$ cat config.mk
export PLATFORM = sky130hd
export DESIGN_NAME = uart_tx_arb
export DESIGN_NICKNAME = d
export VERILOG_FILES = /design/src/rtl/uart_arb_pkg.sv /design/src/rtl/uart_tx_arb_rr_pick.sv /design/src/rtl/uart_tx_arb.sv
export SDC_FILE = /design/constraint.sdc
export NUM_CORES = 1
export LEC_CHECK = 0
export BUFFER_PORTS_ARGS = -buffer_cell sky130_fd_sc_hd__buf_2
export CORE_ASPECT_RATIO = 1.1
export CORE_MARGIN = 8
export CORE_UTILIZATION = 50
export CTS_CLUSTER_SIZE = 12
export DETAILED_ROUTE_END_ITERATION = 10
export MAX_ROUTING_LAYER = met4
export PLACE_DENSITY = 0.81
export SLEW_MARGIN = 20
export SYNTH_ARGS = -nofsm -noshare
export SYNTH_HDL_FRONTEND = slang
export SYNTH_HIERARCHICAL = 1
export SYNTH_SLANG_ARGS = --single-unit
$ cat constraint.sdc
create_clock -name clk -period 2.3 [get_ports clk]
set_input_delay 0.46 -clock clk [delete_from_list [all_inputs] [get_ports clk]]
set_output_delay 0.46 -clock clk [all_outputs]
set_load 0.01 [all_outputs]
$ cat src/rtl/uart_arb_pkg.sv
// uart_arb_pkg: shared state type and counter sizing for the uart_tx_arb slice.
package uart_arb_pkg;

    typedef enum logic [1:0] {IDLE, ACT, WAIT_BUSY, WAIT_DONE} arb_state_t;

    localparam int ACT_CYC_DEF = 2;
    localparam int TMO_DEF     = 1024;

    // One counter serves both the act hold and the busy timeout, so size it for the larger.
    function automatic int cnt_width(input int act_cyc, input int tmo);
        return $clog2((act_cyc > tmo ? act_cyc : tmo) + 1);
    endfunction

    localparam int CNT_W_DEF = cnt_width(ACT_CYC_DEF, TMO_DEF);

endpackage

$ cat src/rtl/uart_tx_arb_rr_pick.sv
// rr_pick: combinational round-robin picker; first set req after index last, wrapping mod N.
module rr_pick #(
    parameter int N = 4,
    parameter int W = $clog2(N)
) (
    input  logic [N-1:0] req,
    input  logic [W-1:0] last,
    output logic [W-1:0] win,
    output logic         any
);

    logic [W-1:0] idx;

    // Walk from the farthest offset back to the nearest so the nearest set bit wins.
    always_comb begin
        win = '0;
        idx = '0;
        any = |req;
        for (int i = N; i >= 1; i--) begin
            idx = W'((int'(last) + i) % N);
            if (req[idx]) win = idx;
        end
    end

endmodule

$ cat src/rtl/uart_tx_arb.sv
// uart_tx_arb: round-robin share of one UART tx between N byte requesters.
// Define UART_ARB_TIMEOUT_EN to abort a frame when tx never raises busy within TMO cycles.
module uart_tx_arb
    import uart_arb_pkg::*;
#(
    parameter int N       = 4,
    parameter int ACT_CYC = ACT_CYC_DEF,
    parameter int TMO     = TMO_DEF
) (
    input  logic                 clk,
    input  logic                 rst,
    input  logic [N-1:0]         req,
    input  logic [N-1:0][7:0]    data,
    output logic [N-1:0]         ack,
    output logic [7:0]           tx_data,
    output logic                 act,
    input  logic                 busy,
    output logic [$clog2(N)-1:0] grant,
    output logic                 active,
    output logic                 done,
    output logic                 tmo_err
);

    localparam int W  = $clog2(N);
    localparam int CW = cnt_width(ACT_CYC, TMO);

    arb_state_t    state_q, state_d;
    logic [W-1:0]  last_q, last_d, grant_q, grant_d, win;
    logic [7:0]    tx_q, tx_d;
    logic [N-1:0]  ack_q, ack_d;
    logic [CW-1:0] cnt_q, cnt_d;
    logic          act_q, act_d, active_q, active_d, done_q, done_d;
    logic          tmo_q, tmo_d, seen_q, seen_d, any;

    rr_pick #(.N(N), .W(W)) u_pick (
        .req  (req),
        .last (last_q),
        .win  (win),
        .any  (any)
    );

    always_comb begin
        state_d  = state_q;
        last_d   = last_q;
        grant_d  = grant_q;
        tx_d     = tx_q;
        ack_d    = '0;
        act_d    = act_q;
        active_d = active_q;
        done_d   = 1'b0;
        tmo_d    = 1'b0;
        seen_d   = seen_q;
        cnt_d    = cnt_q;
        case (state_q)
            IDLE: if (any) begin
                tx_d       = data[win];
                grant_d    = win;
                ack_d[win] = 1'b1;
                active_d   = 1'b1;
                act_d      = 1'b1;
                cnt_d      = '0;
                seen_d     = 1'b0;
                state_d    = ACT;
            end
            ACT: begin
                // tx may raise busy while act is still high; remember it for WAIT_BUSY.
                seen_d = seen_q | busy;
                if (cnt_q == CW'(ACT_CYC - 1)) begin
                    act_d   = 1'b0;
                    cnt_d   = '0;
                    state_d = WAIT_BUSY;
                end else begin
                    cnt_d = cnt_q + 1'b1;
                end
            end
            WAIT_BUSY: begin
                if (busy || seen_q) state_d = WAIT_DONE;
`ifdef UART_ARB_TIMEOUT_EN
                else if (cnt_q == CW'(TMO - 1)) begin
                    tmo_d    = 1'b1;
                    active_d = 1'b0;
                    last_d   = grant_q;
                    state_d  = IDLE;
                end else cnt_d = cnt_q + 1'b1;
`endif
            end
            WAIT_DONE: if (!busy) begin
                done_d   = 1'b1;
                active_d = 1'b0;
                last_d   = grant_q;
                state_d  = IDLE;
            end
            default: state_d = IDLE;
        endcase
    end

    always_ff @(posedge clk or posedge rst) begin
        if (rst) begin
            state_q  <= IDLE;
            last_q   <= W'(N - 1);
            grant_q  <= '0;
            tx_q     <= '0;
            ack_q    <= '0;
            act_q    <= 1'b0;
            active_q <= 1'b0;
            done_q   <= 1'b0;
            tmo_q    <= 1'b0;
            seen_q   <= 1'b0;
            cnt_q    <= '0;
        end else begin
            state_q  <= state_d;
            last_q   <= last_d;
            grant_q  <= grant_d;
            tx_q     <= tx_d;
            ack_q    <= ack_d;
            act_q    <= act_d;
            active_q <= active_d;
            done_q   <= done_d;
            tmo_q    <= tmo_d;
            seen_q   <= seen_d;
            cnt_q    <= cnt_d;
        end
    end

    assign ack     = ack_q;
    assign tx_data = tx_q;
    assign act     = act_q;
    assign grant   = grant_q;
    assign active  = active_q;
    assign done    = done_q;
    assign tmo_err = tmo_q;

endmodule

Word level (Yosys, flattened, before mapping)

Cells that the tools add are included.

Register bits after elaboration: 33
Input bits: 39
Word-level logic and storage cells: 78

Add/subtract/negate cells: 5
$lt $le $gt $ge: 6
Equality and inequality tests: 8
Multiplexer cells: 35
Bitwise logic cells: 2
Reduce and logical (&&, ||, !) cells: 12

Operators with widths:

| operator              | number |
|---|---|
| $mux 11               | 2 |
| $pmux 11 s2           | 1 |
| $bmux 8 s2            | 1 |
| $mux 2                | 8 |
| $lt 2x3->1 const B    | 5 |
| $add 11x1->11 const B | 1 |
| $eq 11x1->1 const B   | 1 |
| $mux 1                | 11 |
| $bmux 1 s2            | 4 |
| $mux 4                | 2 |
| $mux 8                | 1 |
| $ne 2x2->1 const B    | 4 |
| $pmux 2 s4            | 1 |
| $pmux 1 s2            | 3 |
| $reduce_and 2->1      | 3 |
| $reduce_and 3->1      | 2 |
| $add 2x1->2 const B   | 2 |
| $add 2x2->2 const B   | 2 |
| $eq 2x2->1 const B    | 2 |
| $reduce_and 4->1      | 1 |
| $reduce_bool 2->1     | 2 |
| $reduce_or 4->1       | 1 |
| $demux 1 s2           | 1 |
| $eq 2x1->1 const B    | 1 |
| other kinds (6)       | 6 |

Logic depth before layout (Yosys ltp)

Depth in word-level cells: 13
Gate-level depth with buffers: 7
Mapped depth without buffers: 6

Modules after synthesis

The synthesis kept the hierarchy.

By module, submodules not included:

| module      | times used | cells each | area an instance (um^2) |
|---|---|---|---|
| uart_tx_arb | 1          | 151        | 1715.4 |
| rr_pick     | 1          | 14         | 91.3 |

Least setup slack after synthesis

No wires, ideal clock.

Path type: register to register
From: register last_q[1]
To: register tx_q[0] (netlist: tx_data[0])
Library setup time: 125 ps
Arrival time: 1971 ps
Data required time: 2175 ps
Setup slack: 204 ps
Cell stages (with the launch flop): 7
Buffers on the path: 1
Clock period less this slack: 2096 ps
Path through: dfstp_2 nand2b_1 a21oi_2 o221ai_2 buf_2 mux4_2 mux2_2

Word-level cells in the longest chain between the ends: 9

Ends and longest elaborated chain:

| element                        | RTL line                  | RTL |
|---|---|---|
| start: declaration             | uart_tx_arb.sv:28         | `logic [W-1:0] last_q, last_d, grant_q, grant_d, win;` |
| start signal: assignment       | uart_tx_arb.sv:100        | `last_q <= W'(N - 1);` |
| start signal: assignment       | uart_tx_arb.sv:112        | `last_q <= last_d;` |
| $add 2x1->2                    | uart_tx_arb_rr_pick.sv:20 | `idx = W'((int'(last) + i) % N);` |
| $bmux 1 s2                     | uart_tx_arb_rr_pick.sv:21 | `if (req[idx]) win = idx;` |
| $mux 1 (implied by the code)   | uart_tx_arb_rr_pick.sv:21 |  |
| $mux 2 (3 in series)           | uart_tx_arb_rr_pick.sv:21 |  |
| $mux 2 *                       | uart_tx_arb_rr_pick.sv:21 |  |
| net win[0]                     | uart_tx_arb.sv:28         |  |
| $bmux 8 s2 *                   | uart_tx_arb.sv:56         | `tx_d = data[win];` |
| $mux 8 (implied by the code) * | uart_tx_arb.sv:56         |  |
| end signal: assignment         | uart_tx_arb.sv:114        | `tx_q <= tx_d;` |
| end: declaration               | uart_tx_arb.sv:29         | `logic [7:0] tx_q, tx_d;` |

Mark *: on every way through the listed nets, which the timed path passes. The rest lies on a longest branch. The select of a mux whose other input is x is not followed.
A chain may end at the register's enable or synchronous reset.

Final worst setup path

From: register last_q[1]
To: register tx_q[6] (netlist: tx_data[6])

The elaborated chain is that of the path after synthesis.

==> run_results.csv <==
group,metric,value,unit
clock_tree,numCtsBuffers,5,
sta,slew_headroom,63.59,%
critical_path,start_kind,"flop",
final_layout,fin_cells,277,
grt,gr-total-overflow,0,
placement,place.port_buffers,55,
final_layout,drive_gt1_share,39.21,%
final_layout,final_cell_area,2250,um2
synth,ys_seq_area_share,45.84,%
synth,synth_area,1807,um2
critical_path,cp-end-kind,"flop",
synth,synth_fp_nets,211,
clock_tree,cts_hold_buffers,0,
sta,fin_crit,2044,ps
die,die_h,79.05,um
die,dieArea,5795,um2
final_layout,fill_cells,297,
drt,dr_total_vias,1428,
synth,syn_inst,165,
synth,ys_types,39,
sta,timing.final.crit_share,88.87,%
clock_tree,htreeDepth,2,
clock_tree,clk_pin_slew_worst_paths,70,ps
sta,finClkSkew,4.768,ps
clock_tree,cts-resized-gates,0,
drt,routed_via_density,5.155,
drt,first_iter_violations,75,
sta,fmax,0.4892,GHz
die,die_w,73.32,um
die,rows,23,
placement,dp_hpwl,3047,um
clock_tree,postCtsSetupBuffers,0,
drt,antenna_left,0,
critical_path,crit_fanout,11,
clock_tree,worstSkewPairLatency,290,ps
outcome,outcome,"finished, final reports clean",
sta,finalSetupViolCount,0,
synth,syn_area_per_cell,10.95,um2
die,start_util,51.04,%
power,irDropWorstVdd,0.0002389,V
clock_tree,cts_buffer_depth,2,
sta,worst_slew_pin_slew,544.8,ps
synth,synth-seq-cells,33,
power,power.density,496.3,nW/um2
final_layout,areaGrowthSynthToFinish,24.52,%
die,ios,57,
grt,grt_pass1_wl,6575,um
critical_path,cp.arrival,2220,ps
critical_path,critical_path_class,"reg2reg",
sta,drv_slew,0,
die,fp.coreArea,3540,um2
drt,wl_per_cell,14.53,um
clock_tree,root_buffer,"clkbuf_8",
clock_tree,cts.sinks,33,
grt,grt_max_degree,34,
drt,routed_wl,4025,um
sta,finalHoldViolCount,0,
grt,antenna_found_initial,0,
final_layout,final_nets,272,
worst_hold_path,hp-class,"in2async",
placement,place.gp.congestion,0.8498,
clock_tree,cts_tree,"yes",
critical_path,required,2480,ps
drt,drcViolationCount,0,
final_layout,antenna_cells,0,
grt,grt_pass1_vias,1453,
sta,rsz0062_at_grt,"false",
grt,grt_use_total,14.99,%
placement,dpl_cell_area,2163,um2
drt,dr.pass1.iters,4,
sta,setup_tns,0,ps
job,maxCapViolCount,0,
critical_path,r2r_setup_slack,260,ps
final_layout,fin_util,63.56,%
synth,yosys_warnings,6,
power,leakage,1.121,nW
placement,place_inst,269,
-- routing by layer --
| metal | GRT usage (%) | wire length, um |
|---|---|---|
| met5 | - | 0 |
| met4 | 6.600 | 57 |
| met3 | 4.912 | 310 |
| met2 | 24.35 | 1947 |
| met1 | 16.34 | 1708 |
-- worst max-delay path, cell delays in order, from the launching register on --
cell,delay [ps]
dfstp_2,590
nand2b_1,130
a21oi_2,60
o221ai_2,200
buf_12,180
mux4_2,490
mux2_2,270
-- stage by stage --
step | power (mW) | worst slack (ps) | hold slack [ps]
after floorplan | 0.6513 | 204.3 | 459.8
after global placement | 0.6976 | 220.5 | 474.2
after detailed placement | 0.6996 | 171.6 | 478.2
after CTS | 1.139 | 238.4 | 253.9
after global routing | 1.165 | 173.6 | 289.3
final | 1.117 | 256.0 | 245.3
-- layout by cell type, fill, tap and decap left out, types with 4 or more instances in the layout --
cell,n
buf_2,55
dfrtp_1,31
nand2_1,19
nor2_1,18
inv_1,11
mux4_2,8
mux2_2,8
ha_1,7
xnor2_1,6
a21oi_1,5
clkbuf_8,5
nand3_1,4
nand2b_1,4
o21ai_0,4
-- registers in the layout, summed over array words and instances, names as in the netlist --
register and flops:
ack 4, act 1, active 1, cnt_q 11, done 1, grant 2
last_q 2, seen_q 1, state_q 2, tx_data 8
-- Yosys cell counts --
| cell type | instances | share of area (%) |
|---|---|---|
| dfrtp_1 | 31 | 43 |
| nand2_1 | 19 | 3.9 |
| nor2_1 | 18 | 3.7 |
| inv_1 | 11 | 2.3 |
| mux2_2 | 8 | 5.0 |
| mux4_2 | 8 | 10 |
| ha_1 | 7 | 4.8 |
| xnor2_1 | 6 | 2.9 |
| a21oi_1 | 5 | 1.4 |
| nand2b_1 | 4 | 1.4 |
| nand3_1 | 4 | 1.1 |
| o21ai_0 | 4 | 1.1 |
| a31oi_1 | 3 | 1.0 |
| mux2i_1 | 3 | 1.7 |
| nor3_1 | 3 | 0.83 |
| nor4_1 | 3 | 1.0 |
| buf_1 | 2 | 0.42 |
| dfstp_2 | 2 | 2.9 |
| nand4_1 | 2 | 0.69 |
| nor2b_1 | 2 | 0.69 |
| nor3b_1 | 2 | 0.83 |
| a2111oi_4 | 1 | 1.5 |
| a21oi_2 | 1 | 0.48 |
| a22o_1 | 1 | 0.48 |
| a311o_1 | 1 | 0.55 |
| and2b_1 | 1 | 0.42 |
| buf_2 | 1 | 0.28 |
| buf_4 | 1 | 0.42 |
| clkbuf_1 | 1 | 0.21 |
| conb_1 | 1 | 0.21 |
| mux2_1 | 1 | 0.62 |
| nor4b_1 | 1 | 0.48 |
| nor4b_2 | 1 | 0.83 |
| o211ai_1 | 1 | 0.42 |
| o21ai_1 | 1 | 0.28 |
| o221ai_2 | 1 | 0.83 |
| or3_1 | 1 | 0.35 |
| or3b_1 | 1 | 0.48 |
| or4_1 | 1 | 0.42 |
-- cell type report --
cell class | instances | area [um2] | area share (%)
sequential | 33 | 828.3 | 36.82
multi-input combinational | 116 | 913.4 | 40.60
timing repair buffer | 59 | 317.8 | 14.13
clock inverter | 3 | 17.52 | 0.7786
inverter | 11 | 41.29 | 1.835
clock buffer | 5 | 68.82 | 3.059
tap | 50 | 62.56 | 2.781
-- report_power, final --
| part | switching, mW | internal, mW | total, mW |
|---|---|---|---|
| Clock | 0.221 | 0.209 | 0.429 |
| Sequential | 0.0000000000000000594 | 0.580 | 0.580 |
| Combinational | 0.0448 | 0.0623 | 0.107 |
-- cell families after synthesis --
| family | synth area share (%) |
|---|---|
| adders and majority gates | 4.847 |
| muxes | 17.24 |
| xor gates and xnor gates | 2.909 |
| and+or+nand+nor | 17.24 |
| other | 0.2076 |
| AOI/OAI and AO/OA | 8.102 |
| DFF | 45.84 |
| buffers and inverters | 3.601 |
-- path summary, 6_finish.rpt --
check,startpoint,endpoint,cells past startpoint
max,last_q[1],tx_data[6],6
min,rst,cnt_q[4],3
max reg2reg,last_q[1],tx_data[6],6
min reg2reg,last_q[0],last_q[0],2
max in group asynchronous,rst,last_q[1],3
min in group clk,last_q[0],last_q[0],2
(Power assumes the default switching activity.)
